## src/rtl/bus_slot_scheduler.sv

```systemverilog
// Time-slot scheduler for the shared Wishbone/RAM bus.
// Each 1 MHz CPU cycle is split into eight 8-clock slots. A slot belongs to the
// CPU, the video fetch controller or the SPI1 bridge. The current owner's
// Wishbone request is forwarded to the shared bus, and the acknowledge is routed
// back to the requester that issued the transfer. Each requester gets at most one
// transfer per slot. No new strobe is accepted in the final GUARD_CYCLES clocks of
// a slot.
module bus_slot_scheduler #(
    parameter int         WB_ADDR_WIDTH   = 17,
    parameter int         DATA_WIDTH      = 8,
    parameter logic [7:0] CPU_SLOT_MASK   = 8'b1111_0000,
    parameter logic [7:0] VIDEO_SLOT_MASK = 8'b0000_0011,
    parameter int         GUARD_CYCLES    = 4
) (
    input  logic                     sys_clock_i,
    input  logic                     reset_ni,
    input  logic                     clk8_en_i,
    input  logic [WB_ADDR_WIDTH-1:0] spi1_addr_i,
    input  logic [DATA_WIDTH-1:0]    spi1_data_i,
    input  logic                     spi1_we_i,
    input  logic                     spi1_cycle_i,
    input  logic                     spi1_strobe_i,
    output logic                     spi1_stall_o,
    output logic                     spi1_ack_o,
    input  logic [WB_ADDR_WIDTH-1:0] video_addr_i,
    input  logic [DATA_WIDTH-1:0]    video_data_i,
    input  logic                     video_we_i,
    input  logic                     video_cycle_i,
    input  logic                     video_strobe_i,
    output logic                     video_stall_o,
    output logic                     video_ack_o,
    output logic [WB_ADDR_WIDTH-1:0] wb_addr_o,
    output logic [DATA_WIDTH-1:0]    wb_data_o,
    output logic                     wb_we_o,
    output logic                     wb_cycle_o,
    output logic                     wb_strobe_o,
    input  logic                     wb_stall_i,
    input  logic                     wb_ack_i,
    output logic                     cpu_grant_en_o,
    output logic                     overrun_o,
    input  logic                     overrun_clr_i
);

    typedef enum logic [1:0] {
        OWN_NONE  = 2'd0,
        OWN_CPU   = 2'd1,
        OWN_VIDEO = 2'd2,
        OWN_SPI1  = 2'd3
    } owner_t;

    typedef enum logic {
        ST_IDLE = 1'b0,
        ST_BUSY = 1'b1
    } state_t;

    // Strobes are accepted only while pos is below this limit.
    localparam logic [3:0] ACCEPT_LIMIT = 4'(8 - GUARD_CYCLES);

    logic [2:0] r_slot;
    logic [2:0] r_pos;
    owner_t     r_owner;
    state_t     r_state;
    owner_t     r_xfer_owner;
    logic       r_used;
    logic       r_cpu_grant;
    logic       r_overrun;

    logic [WB_ADDR_WIDTH-1:0] w_req_addr;
    logic [DATA_WIDTH-1:0]    w_req_data;
    logic                     w_req_we;
    logic                     w_req_cyc;
    logic                     w_req_stb;
    logic                     w_open;
    logic                     w_accept;
    logic                     w_busy;
    logic [2:0]               w_next_slot;
    owner_t                   w_next_owner;
    owner_t                   w_owner_after;
    logic                     w_idle_after;

    // CPU slots are never donated. An unused video slot falls through to SPI1.
    function automatic owner_t f_slot_owner(input logic [2:0] slot, input logic video_cycle);
        owner_t own;
        if (CPU_SLOT_MASK[slot]) begin
            own = OWN_CPU;
        end else if (VIDEO_SLOT_MASK[slot] && video_cycle) begin
            own = OWN_VIDEO;
        end else begin
            own = OWN_SPI1;
        end
        return own;
    endfunction

    assign w_busy       = (r_state == ST_BUSY);
    assign w_next_slot  = r_slot + 3'd1;
    assign w_next_owner = f_slot_owner(w_next_slot, video_cycle_i);

    // Select the current owner's Wishbone request. The CPU and NONE owners drive nothing.
    always_comb begin
        w_req_addr = {WB_ADDR_WIDTH{1'b0}};
        w_req_data = {DATA_WIDTH{1'b0}};
        w_req_we   = 1'b0;
        w_req_cyc  = 1'b0;
        w_req_stb  = 1'b0;
        case (r_owner)
            OWN_VIDEO: begin
                w_req_addr = video_addr_i;
                w_req_data = video_data_i;
                w_req_we   = video_we_i;
                w_req_cyc  = video_cycle_i;
                w_req_stb  = video_strobe_i;
            end
            OWN_SPI1: begin
                w_req_addr = spi1_addr_i;
                w_req_data = spi1_data_i;
                w_req_we   = spi1_we_i;
                w_req_cyc  = spi1_cycle_i;
                w_req_stb  = spi1_strobe_i;
            end
            default: begin
                w_req_addr = {WB_ADDR_WIDTH{1'b0}};
                w_req_data = {DATA_WIDTH{1'b0}};
                w_req_we   = 1'b0;
                w_req_cyc  = 1'b0;
                w_req_stb  = 1'b0;
            end
        endcase
    end

    // The accept window is open early in the slot, while idle, and if the owner has not yet used the slot.
    assign w_open   = (r_state == ST_IDLE) && !r_used && ({1'b0, r_pos} < ACCEPT_LIMIT);
    assign w_accept = w_req_stb && w_open && !wb_stall_i;

    assign wb_addr_o   = w_req_addr;
    assign wb_data_o   = w_req_data;
    assign wb_we_o     = w_req_we;
    assign wb_strobe_o = w_req_stb && w_open;
    assign wb_cycle_o  = w_req_cyc || w_busy;

    assign spi1_stall_o  = !((r_owner == OWN_SPI1)  && w_open && !wb_stall_i);
    assign video_stall_o = !((r_owner == OWN_VIDEO) && w_open && !wb_stall_i);

    // Acks go back only to the requester that issued the transfer. Acks seen while idle are dropped.
    assign spi1_ack_o  = wb_ack_i && w_busy && (r_xfer_owner == OWN_SPI1);
    assign video_ack_o = wb_ack_i && w_busy && (r_xfer_owner == OWN_VIDEO);

    assign cpu_grant_en_o = r_cpu_grant;
    assign overrun_o      = r_overrun;

    // Owner and idle status as they will be after this clock. Both feed the registered CPU grant.
    always_comb begin
        w_owner_after = r_owner;
        w_idle_after  = 1'b0;
        if (clk8_en_i) begin
            w_owner_after = w_next_owner;
        end else begin
            w_owner_after = r_owner;
        end
        if (r_state == ST_IDLE) begin
            w_idle_after = !w_accept;
        end else begin
            w_idle_after = wb_ack_i;
        end
    end

    // Slot counter, position within the slot, and owner registered at each slot boundary.
    always_ff @(posedge sys_clock_i or negedge reset_ni) begin
        if (!reset_ni) begin
            r_slot  <= 3'd0;
            r_pos   <= 3'd0;
            r_owner <= OWN_NONE;
        end else if (clk8_en_i) begin
            r_slot  <= w_next_slot;
            r_pos   <= 3'd0;
            r_owner <= w_next_owner;
        end else if (r_pos != 3'd7) begin
            r_pos   <= r_pos + 3'd1;
        end
    end

    // Transfer FSM, one-per-slot bookkeeping, CPU grant and sticky overrun flag.
    always_ff @(posedge sys_clock_i or negedge reset_ni) begin
        if (!reset_ni) begin
            r_state      <= ST_IDLE;
            r_xfer_owner <= OWN_NONE;
            r_used       <= 1'b0;
            r_cpu_grant  <= 1'b0;
            r_overrun    <= 1'b0;
        end else begin
            case (r_state)
                ST_IDLE: begin
                    if (w_accept) begin
                        r_state      <= ST_BUSY;
                        r_xfer_owner <= r_owner;
                    end
                end
                ST_BUSY: begin
                    if (wb_ack_i) begin
                        r_state <= ST_IDLE;
                    end
                end
                default: begin
                    r_state <= ST_IDLE;
                end
            endcase

            if (clk8_en_i) begin
                r_used <= 1'b0;
            end else if (w_accept) begin
                r_used <= 1'b1;
            end

            r_cpu_grant <= (w_owner_after == OWN_CPU) && w_idle_after;

            // A set at a boundary takes precedence over a clear in the same clock.
            if (clk8_en_i && w_busy && !wb_ack_i) begin
                r_overrun <= 1'b1;
            end else if (overrun_clr_i) begin
                r_overrun <= 1'b0;
            end
        end
    end

endmodule

```

## config.mk

```make
export PLATFORM = sky130hd
export DESIGN_NAME = bus_slot_scheduler
export DESIGN_NICKNAME = d
export VERILOG_FILES = /design/src/rtl/bus_slot_scheduler.sv
export SDC_FILE = /design/constraint.sdc
export NUM_CORES = 1
export LEC_CHECK = 0
export ABC_AREA = 1
export BUFFER_PORTS_ARGS = -buffer_cell sky130_fd_sc_hd__buf_4
export CAP_MARGIN = 20
export CORE_MARGIN = 2
export CORE_UTILIZATION = 38
export DETAILED_ROUTE_END_ITERATION = 10
export PLACE_DENSITY = 0.85
export SYNTH_ARGS = -nofsm -noshare
export SYNTH_HDL_FRONTEND = slang
export SYNTH_SLANG_ARGS = --single-unit
```

## constraint.sdc

```tcl
create_clock -name sys_clock_i -period 3.06 [get_ports sys_clock_i]
set_input_delay 0.459 -clock sys_clock_i [delete_from_list [all_inputs] [get_ports sys_clock_i]]
set_output_delay 0.459 -clock sys_clock_i [all_outputs]
set_load 0.01 [all_outputs]
```

==> flow_summary.json <==
{
  "route.detailed.drc": 0,
  "die_height_um": 54.03,
  "fillerInstances": 183,
  "drt_iter0_drc": 14,
  "synth_xor_area_frac": 0.01842,
  "wl_per_cell_um": 13.94,
  "seqCellArea_um2": 350.3,
  "tightest_slew_ns": 0.4306,
  "syn_to_final_growth_pct": 77.50,
  "gp_congestion": 0.8228,
  "final_cell_mix": "buf_4, nand2_1, a22o_1, dfrtp_1, inv_1",
  "period_minus_slack_ns": 1.966,
  "synth-compound-area-share": 0.2908,
  "multiInputGateArea_um2": 499.2,
  "post-place-ws_ns": 1.395,
  "clock-sinks": 14,
  "hp-class": "input port to async pin",
  "worst_clock_skew_ns": 0.003205,
  "worstPathArrival_ns": 1.51,
  "setup_viol": 0,
  "setup_slack_ns": 1.094,
  "p_leak_uw": 0.0009391,
  "fin_crit_sh": 0.6424,
  "tns_ns": 0,
  "synth_mux_area_frac": 0,
  "via_per_inst": 4.953,
  "num_io_pins": 96,
  "netlist_area_um2": 950.9,
  "clockRootBuffer": "clkbuf_4",
  "num_vias": 1154,
  "outcome": "finished clean",
  "holdWs_ns": 0.01662,
  "num-nets-final": 269,
  "cts_resized": 0,
  "syn_avg_cell_area_um2": 8.724,
  "syn_nets": 174,
  "grt_pass1_wl_um": 4554,
  "maxCapViolCount": 0,
  "synth-adder-area-share": 0.03947,
  "grt_pass1_vias": 1026,
  "hpwlAfterDp_um": 2676,
  "cts_buffers": 3,
  "relSlewSlack": 0.7125,
  "grt_use_total": 0.2132,
  "synth.distinct_cells": 23,
  "critPathMaxFanout": 28,
  "cts_tree": "yes",
  "synth_top_family_by_area": "compound AO/OA/AOI/OAI gates",
  "drt_first_pass_iters": 6,
  "rsz0062_at_grt": "false",
  "slew_violations": 0,
  "antenna_found_initial": 0,
  "postCtsHoldBufs": 0,
  "core_area_um2": 2432,
  "path_class": "flip-flop to primary output",
  "synth-seq-area-share": 0.3684,
  "grt_overflow_total": 0,
  "start_util": 0.3909,
  "power_density_nw_per_um2": 749.4,
  "wirelength_um": 3247,
  "cp.required_ns": 2.60,
  "dieArea_um2": 2919,
  "drtAntennaViolNets": 0,
  "cts_buffer_depth": 2,
  "ys_seq_elements": 14,
  "vdd_drop_max_mv": 0.5696,
  "antenna_cells": 0,
  "setup.worst_path.end_class": "primary output",
  "report.final.hold_viol_count": 0,
  "final_common_cell": "buf_4",
  "io_buffers": 95,
  "clk_latency_ns": 0.27,
  "fmax_ghz": 0.5087,
  "syn-instance-count": 109,
  "htree_levels": 1,
  "rows": 18,
  "drive_gt1_frac": 0.5567,
  "yosys_warnings": 0,
  "synth-simple-area-share": 0.1763,
  "die_x_um": 54.03,
  "clkTransAtPathRegs_ns": 0.08,
  "post_cts_buffers": 0,
  "start_kind": "flip-flop",
  "grt_max_degree": 29
}
==> where the power goes <==
part           switching [uW]  internal, uW
clock network            54.4          72.3
logic                     406           441
registers                46.1           245
total                     506           759
==> Yosys cell counts <==
library cell / count / share of area
a21oi_1: 3 / 0.016
a22o_1: 18 / 0.17
a22o_2: 8 / 0.084
and2_1: 1 / 0.0066
buf_2: 1 / 0.0053
buf_6: 4 / 0.047
dfrtp_1: 14 / 0.37
ha_1: 3 / 0.039
inv_1: 9 / 0.036
inv_2: 3 / 0.012
inv_4: 1 / 0.0066
nand2_1: 19 / 0.075
nand2_2: 1 / 0.0066
nand3_1: 6 / 0.032
nand4_1: 1 / 0.0066
nor2_1: 8 / 0.032
nor2_2: 1 / 0.0066
nor3_1: 1 / 0.0053
nor4_1: 1 / 0.0066
o21a_1: 1 / 0.0079
o21ai_0: 2 / 0.011
o22ai_1: 1 / 0.0066
xor2_1: 2 / 0.018
==> kinds of logic after synthesis <==
logic type | count (synthesis)
AOI/OAI and AO/OA | 33
xor gates and xnor gates | 2
adders and majority gates | 3
buffers and inverters | 18
DFF | 14
and+or+nand+nor | 39
==> critical path: stages (launching register included) <==
cell,delay (ns)
dfrtp_1,0.42
inv_2,0.08
nand2_1,0.06
inv_2,0.33
a22o_1,0.22
buf_4,0.12
==> layer usage <==
layer | GRT usage | part of all wire | vias to the layer above | routed length (um)
met5 | 0 | 0 | - | 0
met3 | 0.03889 | 0.11 | 2 | 344
met1 | 0.2238 | 0.35 | 528 | 1136
met4 | 0.05833 | 0.0059 | 0 | 19
met2 | 0.4248 | 0.54 | 49 | 1746
li1 | - | - | 575 | -
==> final cells by class <==
type	instances	share of cell area
repair buffers	95	0.4225
flip-flops and latches	14	0.2076
multi-input cells	77	0.2958
well taps	30	0.02224
inverters	13	0.03039
clock buffers	4	0.02150
==> per-stage QoR <==
step	instance area [um2]	std cells	power, uW	utilization
6_report	1688	233	1265	0.6939
5_1_grt	1688	233	1364	0.6939
4_1_cts	1688	233	1277	0.6939
3_5_place_dp	1652	229	1146	0.6790
3_3_place_gp	1652	229	1119	0.6790
2_1_floorplan	950.9	109	795.1	-
==> flip-flops by register name, summed over array words and instances, names as in the netlist <==
signal,cells
r_state,1
r_owner,2
r_slot,3
r_xfer_owner,2
cpu_grant_en_o,1
r_pos,3
overrun_o,1
r_used,1
==> path summary, 6_finish.rpt <==
path                                        from                    end  slack (ns)  depth (start not counted)
max reg2reg                 r_pos[0]$_DFFE_PN0P_   r_pos[1]$_DFFE_PN0P_        1.88                          4
min reg2reg                r_slot[0]$_DFFE_PN0P_  r_slot[0]$_DFFE_PN0P_        0.48                          1
min in group sys_clock_i           overrun_clr_i  overrun_o$_DFFE_PN0P_        0.39                          2
max in group asynchronous               reset_ni  overrun_o$_DFFE_PN0P_        2.88                          1
min                                     reset_ni  r_slot[1]$_DFFE_PN0P_        0.02                          1
max                         r_owner[0]$_DFF_PN0_          wb_addr_o[14]        1.09                          5
Note: power is estimated with default switching activity, not from simulation.
